### config.mk
export PLATFORM = sky130hd
export DESIGN_NAME = io_responder_flat
export DESIGN_NICKNAME = d
export VERILOG_FILES = /design/src/rtl/io_pkg.sv /design/src/rtl/io_responder_if.sv /design/src/rtl/io_fifo.sv /design/src/rtl/io_responder.sv /design/src/flat_wrapper.sv
export SDC_FILE = /design/constraint.sdc
export NUM_CORES = 1
export LEC_CHECK = 0
export BUFFER_PORTS_ARGS = -buffer_cell sky130_fd_sc_hd__clkbuf_2
export CAP_MARGIN = 30
export CORE_UTILIZATION = 55
export CTS_CLUSTER_SIZE = 20
export DETAILED_ROUTE_END_ITERATION = 6
export PLACE_DENSITY = 0.83
export SYNTH_ARGS = -nofsm -noshare
export SYNTH_HDL_FRONTEND = slang
export SYNTH_SLANG_ARGS = --single-unit
### constraint.sdc
create_clock -name clk -period 3.2 [get_ports clk]
set_input_delay 0.16 -clock clk [delete_from_list [all_inputs] [get_ports clk]]
set_output_delay 0.16 -clock clk [all_outputs]
set_load 0.05 [all_outputs]
### src/rtl/io_pkg.sv
// Shared constants and bus payload types for the I/O responder.
// Build option: IO_OVERRUN_EN adds per-port sticky overrun flags on the IN path.
package io_pkg;

    localparam int unsigned IO_WIDTH  = 8;
    localparam int unsigned IO_NPORTS = 4;
    localparam int unsigned IO_PW     = 2;
    localparam int unsigned IO_DEPTH  = 4;

    // One buffered OUT write: destination port tag plus data byte.
    typedef struct packed {
        logic [IO_PW-1:0]    port;
        logic [IO_WIDTH-1:0] data;
    } io_entry_t;

endpackage

### src/rtl/io_responder_if.sv
// CPU-side and device-side signals of the I/O responder.
//   cpu_*  : CPU IN/OUT strobes, port select, write data, read data, stall
//   out_*  : OUT valid/ready handshake toward the external device
//   in_*   : per-port capture strobes/bytes from devices, avail flags
//   in_overrun : sticky per-port overwrite flags (only with IO_OVERRUN_EN)
// master = CPU/devices side, slave = responder side.
interface io_responder_if;
    import io_pkg::*;

    logic                          cpu_we;
    logic                          cpu_re;
    logic [IO_PW-1:0]              cpu_addr;
    logic [IO_WIDTH-1:0]           cpu_wdata;
    logic [IO_WIDTH-1:0]           cpu_rdata;
    logic                          cpu_stall;
    logic [IO_NPORTS-1:0]          in_avail;
    logic                          out_valid;
    logic                          out_ready;
    logic [IO_PW-1:0]              out_port;
    logic [IO_WIDTH-1:0]           out_data;
    logic [IO_NPORTS-1:0]          in_valid;
    logic [IO_NPORTS*IO_WIDTH-1:0] in_data;
`ifdef IO_OVERRUN_EN
    logic [IO_NPORTS-1:0]          in_overrun;
`endif

    modport master (
        output cpu_we, cpu_re, cpu_addr, cpu_wdata, out_ready, in_valid, in_data,
`ifdef IO_OVERRUN_EN
        input  in_overrun,
`endif
        input  cpu_rdata, cpu_stall, in_avail, out_valid, out_port, out_data
    );

    modport slave (
        input  cpu_we, cpu_re, cpu_addr, cpu_wdata, out_ready, in_valid, in_data,
`ifdef IO_OVERRUN_EN
        output in_overrun,
`endif
        output cpu_rdata, cpu_stall, in_avail, out_valid, out_port, out_data
    );

endinterface

### src/rtl/io_fifo.sv
// Synchronous FIFO with async active-high reset.
// Ports: push/din write the tail (ignored when full), pop removes the head
// (ignored when empty), dout shows the head combinationally (0 when empty),
// full/empty/count report occupancy. DEPTH must be a power of 2, >= 2.
module io_fifo #(
    parameter int unsigned DEPTH = 4,
    parameter int unsigned EW    = 10
) (
    input  logic                         clk,
    input  logic                         reset,
    input  logic                         push,
    input  logic                         pop,
    input  logic [EW-1:0]                din,
    output logic [EW-1:0]                dout,
    output logic                         full,
    output logic                         empty,
    output logic [$clog2(DEPTH+1)-1:0]   count
);

    localparam int unsigned AW = $clog2(DEPTH);
    localparam int unsigned CW = $clog2(DEPTH + 1);

    logic [EW-1:0] mem_q [DEPTH];
    logic [EW-1:0] mem_d [DEPTH];
    logic [AW-1:0] wr_ptr_q, wr_ptr_d;
    logic [AW-1:0] rd_ptr_q, rd_ptr_d;
    logic [CW-1:0] count_q, count_d;
    logic          push_ok;
    logic          pop_ok;

    assign full    = (count_q == CW'(DEPTH));
    assign empty   = (count_q == '0);
    assign count   = count_q;
    assign push_ok = push & ~full;
    assign pop_ok  = pop & ~empty;
    assign dout    = empty ? '0 : mem_q[rd_ptr_q];

    // Pointers wrap naturally because DEPTH is a power of 2.
    always_comb begin
        mem_d    = mem_q;
        wr_ptr_d = wr_ptr_q;
        rd_ptr_d = rd_ptr_q;
        if (push_ok) begin
            mem_d[wr_ptr_q] = din;
            wr_ptr_d        = wr_ptr_q + AW'(1);
        end
        if (pop_ok) begin
            rd_ptr_d = rd_ptr_q + AW'(1);
        end
        count_d = count_q + CW'(push_ok) - CW'(pop_ok);
    end

    always_ff @(posedge clk or posedge reset) begin
        if (reset) begin
            mem_q    <= '{default: '0};
            wr_ptr_q <= '0;
            rd_ptr_q <= '0;
            count_q  <= '0;
        end else begin
            mem_q    <= mem_d;
            wr_ptr_q <= wr_ptr_d;
            rd_ptr_q <= rd_ptr_d;
            count_q  <= count_d;
        end
    end

endmodule

### src/rtl/io_responder.sv
// Peripheral-side responder for the CPU's IN/OUT instructions.
// Ports: clk, reset (async, active-high), bus (io_responder_if.slave).
// OUT writes are buffered in io_fifo and drained over out_valid/out_ready;
// cpu_stall is raised while a write targets a full FIFO. IN bytes are
// captured per port into holding registers with in_avail flags; cpu_rdata
// reads the selected holding register combinationally.
// Build option: IO_OVERRUN_EN adds sticky in_overrun flags.
module io_responder
    import io_pkg::*;
(
    input  logic           clk,
    input  logic           reset,
    io_responder_if.slave  bus
);

    localparam int unsigned CW = $clog2(IO_DEPTH + 1);

    io_entry_t             fifo_din;
    io_entry_t             fifo_dout;
    logic                  fifo_full;
    logic                  fifo_empty;
    logic [CW-1:0]         fifo_count_unused;

    logic [IO_WIDTH-1:0]   hold_q [IO_NPORTS];
    logic [IO_WIDTH-1:0]   hold_d [IO_NPORTS];
    logic [IO_NPORTS-1:0]  avail_q, avail_d;

    assign fifo_din = '{port: bus.cpu_addr, data: bus.cpu_wdata};

    io_fifo #(
        .DEPTH (IO_DEPTH),
        .EW    ($bits(io_entry_t))
    ) u_fifo (
        .clk   (clk),
        .reset (reset),
        .push  (bus.cpu_we),
        .pop   (bus.out_ready),
        .din   (fifo_din),
        .dout  (fifo_dout),
        .full  (fifo_full),
        .empty (fifo_empty),
        .count (fifo_count_unused)
    );

    // A full FIFO blocks the write even if the head leaves this cycle.
    assign bus.cpu_stall = bus.cpu_we & fifo_full;
    assign bus.out_valid = ~fifo_empty;
    assign bus.out_port  = fifo_dout.port;
    assign bus.out_data  = fifo_dout.data;

    assign bus.cpu_rdata = hold_q[bus.cpu_addr];
    assign bus.in_avail  = avail_q;

    // Read clears first so that a same-port capture overrides it.
    always_comb begin
        hold_d  = hold_q;
        avail_d = avail_q;
        if (bus.cpu_re) begin
            avail_d[bus.cpu_addr] = 1'b0;
        end
        for (int p = 0; p < IO_NPORTS; p++) begin
            if (bus.in_valid[p]) begin
                hold_d[p]  = bus.in_data[p*IO_WIDTH +: IO_WIDTH];
                avail_d[p] = 1'b1;
            end
        end
    end

    always_ff @(posedge clk or posedge reset) begin
        if (reset) begin
            hold_q  <= '{default: '0};
            avail_q <= '0;
        end else begin
            hold_q  <= hold_d;
            avail_q <= avail_d;
        end
    end

`ifdef IO_OVERRUN_EN
    logic [IO_NPORTS-1:0] ovr_q, ovr_d;

    // Overrun = capture onto unread data that no same-cycle read consumes.
    always_comb begin
        ovr_d = ovr_q;
        for (int p = 0; p < IO_NPORTS; p++) begin
            if (bus.cpu_re && (bus.cpu_addr == IO_PW'(p))) begin
                ovr_d[p] = 1'b0;
            end else if (bus.in_valid[p] && avail_q[p]) begin
                ovr_d[p] = 1'b1;
            end
        end
    end

    always_ff @(posedge clk or posedge reset) begin
        if (reset) begin
            ovr_q <= '0;
        end else begin
            ovr_q <= ovr_d;
        end
    end

    assign bus.in_overrun = ovr_q;
`endif

endmodule

### src/flat_wrapper.sv
// flat-port wrapper written by rule: the top's interface ports become plain ports
module io_responder_flat import io_pkg::*;
  (clk, reset, bus_cpu_we, bus_cpu_re, bus_cpu_addr, bus_cpu_wdata, bus_out_ready, bus_in_valid, bus_in_data, bus_cpu_rdata, bus_cpu_stall, bus_in_avail, bus_out_valid, bus_out_port, bus_out_data);
  io_responder_if bus_i ();
  input  logic clk;
  input  logic reset;
  input wire logic [$bits(bus_i.cpu_we)-1:0] bus_cpu_we;
  input wire logic [$bits(bus_i.cpu_re)-1:0] bus_cpu_re;
  input wire logic [$bits(bus_i.cpu_addr)-1:0] bus_cpu_addr;
  input wire logic [$bits(bus_i.cpu_wdata)-1:0] bus_cpu_wdata;
  input wire logic [$bits(bus_i.out_ready)-1:0] bus_out_ready;
  input wire logic [$bits(bus_i.in_valid)-1:0] bus_in_valid;
  input wire logic [$bits(bus_i.in_data)-1:0] bus_in_data;
  output wire logic [$bits(bus_i.cpu_rdata)-1:0] bus_cpu_rdata;
  output wire logic [$bits(bus_i.cpu_stall)-1:0] bus_cpu_stall;
  output wire logic [$bits(bus_i.in_avail)-1:0] bus_in_avail;
  output wire logic [$bits(bus_i.out_valid)-1:0] bus_out_valid;
  output wire logic [$bits(bus_i.out_port)-1:0] bus_out_port;
  output wire logic [$bits(bus_i.out_data)-1:0] bus_out_data;
  assign bus_i.cpu_we = bus_cpu_we;
  assign bus_i.cpu_re = bus_cpu_re;
  assign bus_i.cpu_addr = bus_cpu_addr;
  assign bus_i.cpu_wdata = bus_cpu_wdata;
  assign bus_i.out_ready = bus_out_ready;
  assign bus_i.in_valid = bus_in_valid;
  assign bus_i.in_data = bus_in_data;
  assign bus_cpu_rdata = bus_i.cpu_rdata;
  assign bus_cpu_stall = bus_i.cpu_stall;
  assign bus_in_avail = bus_i.in_avail;
  assign bus_out_valid = bus_i.out_valid;
  assign bus_out_port = bus_i.out_port;
  assign bus_out_data = bus_i.out_data;
  io_responder u_core (.clk(clk), .reset(reset), .bus(bus_i));
endmodule
Word-level counts from Yosys, hierarchy flattened. Index checks and enable logic that the tools add are counted.

Word-level logic and storage cells: 60. Input bits: 51. Output and inout bits: 24. Bits in registers: 83.

Multiplexer cells: 17. Reductions and logical operators: 7. $lt $le $gt $ge: 6. Bitwise gates (word level): 10. Add/subtract/negate cells: 4. Equality and inequality tests: 1.

Operators with widths (number): bitwise mux 40 bit (1); 2-to-1 mux 10 bit (4); binary-select mux 10 bit (select 2 bit) (1); demux 10 bit (select 2 bit) (1); binary-select mux 8 bit (select 2 bit) (1); 2-to-1 mux 8 bit (2); greater-or-equal comparator 3 bit (second input constant) (3); inverter 2 -> 3 bit (3); nonzero test 2 bit (4); 2-to-1 mux 1 bit (5); adder 2 x 1 -> 2 bit (second input constant) (2); AND 4 bit (1); 2-to-1 mux 4 bit (1); inverter 4 bit (1); adder 3 x 1 -> 3 bit (1); AND 1 bit (3); == test 3 bit (second input constant) (1); logical NOT 3 bit (1); < comparator 2 x 3 -> 1 bit (second input constant) (1); < comparator 3 x 1 -> 1 bit (second input constant) (1); subtractor 3 x 1 -> 3 bit (1); demux 1 bit (select 2 bit) (1); greater-or-equal comparator 2 x 1 -> 1 bit (second input constant) (1); logical AND 1 bit (2); inverter 1 bit (2).

Longest topological paths before layout.
Word-level depth: 8. Mapped depth: 9. Depth with buffers taken out: 9.

By module. A second synthesis with hierarchy kept.

Cells, all modules: 236. Area total of the unflattened synthesis: 3742.3 um^2.

Modules (own cells, without submodules): io_fifo (times used 1, area an instance 2180.8 um^2, sequential area each 1176.1 um^2, cells each 143); io_responder (times used 1, area an instance 1561.5 um^2, sequential area each 900.9 um^2, cells each 93).

Least setup slack after synthesis. Ideal clock, no wire load.

Path type: register to register. Start: reg u_core.u_fifo.count_q[1] (netlist: u_core.u_fifo.count[1]). End: reg u_core.u_fifo.count_q[2] (netlist: u_core.u_fifo.count[2]). Setup time: 0.123 ns. Arrival time: 2.160 ns. Clock period less this slack: 2.283 ns. Buffers on the path: 0. Stages on the path, launching flop included: 10. Setup slack: 0.917 ns. Data required time: 3.077 ns. Path through: dfrtp_1 -> nor3b_2 -> nand2b_1 -> ha_1 -> inv_1 -> ha_1 -> inv_1 -> fa_1 -> xnor2_1 -> xnor2_1.

Word-level cells in the longest chain between the ends: 5. Elaborated cells on any way between the ends: 8. Those cells by class: add/sub (2); eq/ne (1); bitwise (4); reduce/logical (1).

RTL lines: start, declared (RTL line io_fifo.sv:27) `logic [CW-1:0] count_q, count_d;`; start signal, assigned (RTL line io_fifo.sv:63) `count_q <= count_d;`; == test 3 bit (RTL line io_fifo.sv:31) `assign full = (count_q == CW'(DEPTH));`; inverter 1 bit (RTL line io_fifo.sv:34) `assign push_ok = push & ~full;`; AND 1 bit (RTL line io_fifo.sv:34); adder 3 x 1 -> 3 bit (RTL line io_fifo.sv:50) `count_d = count_q + CW'(push_ok) - CW'(pop_ok);`; subtractor 3 x 1 -> 3 bit (*) (RTL line io_fifo.sv:50); via u_core.u_fifo.count_d[2] (RTL line io_fifo.sv:27).

Mark *: on every way through the listed nets, which the timed path passes. The rest lies on a longest branch. A chain may end at the register's enable or synchronous reset.

Worst setup path after layout.
Start: reg u_core.u_fifo.count_q[1] (netlist: u_core.u_fifo.count[1]). End: reg u_core.u_fifo.count_q[2] (netlist: u_core.u_fifo.count[2]).

Elaborated cells on any way between the ends: 8. Those cells by class: add/sub (2); eq/ne (1); bitwise (4); reduce/logical (1).

RTL lines: logical NOT 3 bit (RTL line io_fifo.sv:32) `assign empty = (count_q == '0);`; inverter 1 bit (RTL line io_fifo.sv:35) `assign pop_ok = pop & ~empty;`; AND 1 bit (RTL line io_fifo.sv:35); via u_core.u_fifo.pop_ok (RTL line io_fifo.sv:29) `logic pop_ok;`; subtractor 3 x 1 -> 3 bit (RTL line io_fifo.sv:50); via u_core.u_fifo.count_d[2] (RTL line io_fifo.sv:27).

The timed path passes the listed nets, and every way through them passes these cells.

==> run metrics <==
Hold Path Cell Cnt=2; fraction of layout cells with a size suffix above 1=59.31%; Synth Cell Area=3720 um2; Syn Area/Cell=15.76 um2; die width=84.24 um; Inserted Clock Buffers=9; Min-Delay Path Class=in2reg; Syn Nets=294; Worst Hold Path EP=u_core.hold_q[13]$_DFFE_PP0P_; Synth Instances=236; fillers=460; largest cells by area after synthesis=dfrtp_1 56%, mux2_2 22%, mux4_2 11%; via/cell ratio=5.647; worst slew pin tran=0.7786 ns; clk sink count=83; # diodes=0; Storage cell area=2077 um2; fin nets=370; largest net degree at the start of global routing=47; Max stage delay cell, worst path=or3_1; sequential area share after synthesis=55.84%; failing checks=DRC; Leakage=0.001960 uW; unrepaired setup endpoints after global routing=no; clk buf depth=2; FF-to-FF path depth=9; critical path launch point type=flip-flop; FMAX=387.7 MHz; CP bufs+invs=2; worst IR drop on VDD=0.0004914 V; Hold Fails Final Rpt=0; I/O pin cnt=75; violation count after the first detailed-route iteration=131; outcome=complete, but fails checks; routed via count=2225; min-delay src=bus_in_data[21]; multi-input logic area=1570 um2; Placer Congestion=0.8084; critical path capture point type=flip-flop; CTS tree=done; GRT Residual Overflow=0; Final Power=4294 uW; #FFs+latches synth=83; Clk Latency, worst-skew pair=0.35 ns; Crit Path Max Fanout=13; post-synth top area cell=dfrtp_1; initial antenna violation count=0; Critical Path RT=3.43 ns; # DRC=8; Syn-to-layout area delta=17.79%; minimum clock period=2.579 ns; antenna-violating nets left=0; reg2reg start=u_core.u_fifo.count[1]$_DFF_PP0_; fin. max-slew vios=0; Slowest Stage Delay on Critical Path=0.56 ns; synth warn=0; DRT Pass-1 Iters=6; Routed WL=6755 um; Post-DP HPWL=4671 um; CP Class=reg2reg; H-tree levels=3; Die H=84.24 um; Max Cap Viol=0; R2R Setup Slk=0.62 ns; worst-path cell chain=or3_1, and2_1, ha_1, inv_1, ha_1, inv_1, fa_1, xnor2_1, xnor2_1; Die ar.=7096 um2; core region area=6422 um2; post-synth top area share=55.84%; PortBufs=74; num rows=29; vias in the first global route=2359; GRT Total Usage=21.79%; Cell variety after synth=22; Critical R2R Capture=u_core.u_fifo.count[2]$_DFF_PP0_; Cell Pwr Density=980.0 nW/um2; routed length per instance=17.14 um; Initial Util=57.92%; clk_skew=0.01094 ns; CTS clk-pin slew, worst paths=0.08 ns; crit path DAT=2.81 ns; family with the most delay on the worst path=simple AND/OR/NAND/NOR gates; setup TNS=0 ns; period utilisation layout=80.60%; clk root buf=clkbuf_8; Slew HR=48.03%; global-route wire length before repair=11560 um; Final setup viols=0
==> logic make-up after synthesis <==
| group | Yosys count | share of synthesized area [%] |
|---|---|---|
| XOR/XNOR | 5 | 1.177 |
| flip-flops | 83 | 55.84 |
| AND/OR/NAND/NOR | 29 | 4.743 |
| multiplexers | 91 | 33.00 |
| adder cells (fa/ha/maj) | 7 | 2.556 |
| buffers and inverters | 17 | 1.951 |
| AO/OA/AOI/OAI | 4 | 0.7398 |
==> power breakdown <==
part           switching (uW)  internal (uW)  total, uW
clock                     363            465        828
sequential                254           1400       1660
combinational            1010            803       1810
total                    1620           2670       4290
==> area by class of cell <==
| cell class | count | share of cell area, % |
|---|---|---|
| tap | 77 | 2.199 |
| clock buffer | 11 | 3.227 |
| sequential | 83 | 47.40 |
| clock inverter | 5 | 1.942 |
| multi-input combinational | 136 | 35.84 |
| timing repair buffer | 76 | 8.852 |
| inverter | 6 | 0.5425 |
==> sequential cells by signal (all words and copies together), names as in the netlist <==
signal                  count
u_core.hold_q              32
u_core.u_fifo.rd_ptr_q      2
u_core.bus.in_avail         4
u_core.u_fifo.mem_q        40
u_core.u_fifo.wr_ptr_q      2
u_core.u_fifo.count         3
==> timing repair <==
| item | in CTS | in global routing |
|---|---|---|
| hold buffers | 1 | 0 |
| resized for setup | 0 | 0 |
| endpoints found under the hold margin | 45 | 0 |
| setup buffers | 0 | 0 |
==> synth_stat cells <==
| cell type | count |
|---|---|
| dfrtp_1 | 83 |
| mux2_2 | 73 |
| mux4_2 | 18 |
| and2_1 | 12 |
| clkbuf_1 | 6 |
| ha_1 | 6 |
| inv_1 | 6 |
| nand2_1 | 5 |
| buf_2 | 4 |
| nor2_2 | 4 |
| xnor2_1 | 4 |
| a21o_1 | 3 |
| nand2b_1 | 2 |
| nand3_1 | 2 |
| buf_4 | 1 |
| fa_1 | 1 |
| nand3b_1 | 1 |
| nor3b_2 | 1 |
| o21ai_0 | 1 |
| or3_1 | 1 |
| or3b_2 | 1 |
| xor2_1 | 1 |
==> metal layers <==
metal / global-route usage [%] / vias to the layer above / share of wire [%]
li1: - / 1006 / -
met1: 28.53 / 1146 / 44
met4: 7.524 / 0 / 1.3
met2: 35.10 / 62 / 51
met5: 0 / - / 0
met3: 6.588 / 11 / 4.3
==> worst max path at each step <==
stage	startpoint	to	slack, ns	cells past startpoint
global placement	u_core.u_fifo.count[1]$_DFF_PP0_	u_core.u_fifo.count[2]$_DFF_PP0_	0.67	9
global route	u_core.u_fifo.count[1]$_DFF_PP0_	u_core.u_fifo.count[2]$_DFF_PP0_	0.45	9
finish	u_core.u_fifo.count[1]$_DFF_PP0_	u_core.u_fifo.count[2]$_DFF_PP0_	0.62	9
detailed placement	u_core.u_fifo.count[1]$_DFF_PP0_	u_core.u_fifo.count[2]$_DFF_PP0_	0.61	9
floorplan	reset	u_core.bus.in_avail[0]$_DFFE_PP0P_	0.90	1
CTS	u_core.u_fifo.count[1]$_DFF_PP0_	u_core.u_fifo.count[2]$_DFF_PP0_	0.60	9
==> stage by stage <==
| stage | hold slack (ns) | instances | utilization (%) | instance area, um2 | setup slack (ns) |
|---|---|---|---|---|---|
| 2_1_floorplan | 0.3117 | 236 | - | 3720 | 0.9032 |
| 3_3_place_gp | 0.3015 | 377 | 64.54 | 4145 | 0.6659 |
| 3_5_place_dp | 0.2954 | 377 | 64.54 | 4145 | 0.6055 |
| 4_1_cts | 0.02082 | 394 | 68.23 | 4382 | 0.6048 |
| 5_1_grt | 0.01675 | 394 | 68.23 | 4382 | 0.4501 |
| 6_report | 0.03946 | 394 | 68.23 | 4382 | 0.6209 |
==> layout by cell type (no fill, tap or decap) <==
| cell type | n |
|---|---|
| dfrtp_1 | 83 |
| clkbuf_2 | 74 |
| mux2_2 | 73 |
| mux4_2 | 18 |
| and2_1 | 12 |
| clkbuf_8 | 10 |
| ha_1 | 6 |
| nand2_1 | 5 |
| inv_1 | 5 |
| xnor2_1 | 4 |
| nor2_2 | 4 |
| a21o_1 | 3 |
| nand2b_1 | 2 |
| nand3_1 | 2 |
| bufinv_16 | 2 |
| o21ai_0 | 1 |
| or3b_2 | 1 |
| or3_1 | 1 |
| nor3b_2 | 1 |
| clkinv_2 | 1 |
| xor2_1 | 1 |
| nand3b_1 | 1 |
| fa_1 | 1 |
| inv_6 | 1 |
| clkinv_4 | 1 |
| clkinvlp_4 | 1 |
| clkbuf_1 | 1 |
| dlygate4sd3_1 | 1 |
| buf_4 | 1 |
Note: power is estimated with default switching activity, not from simulation.
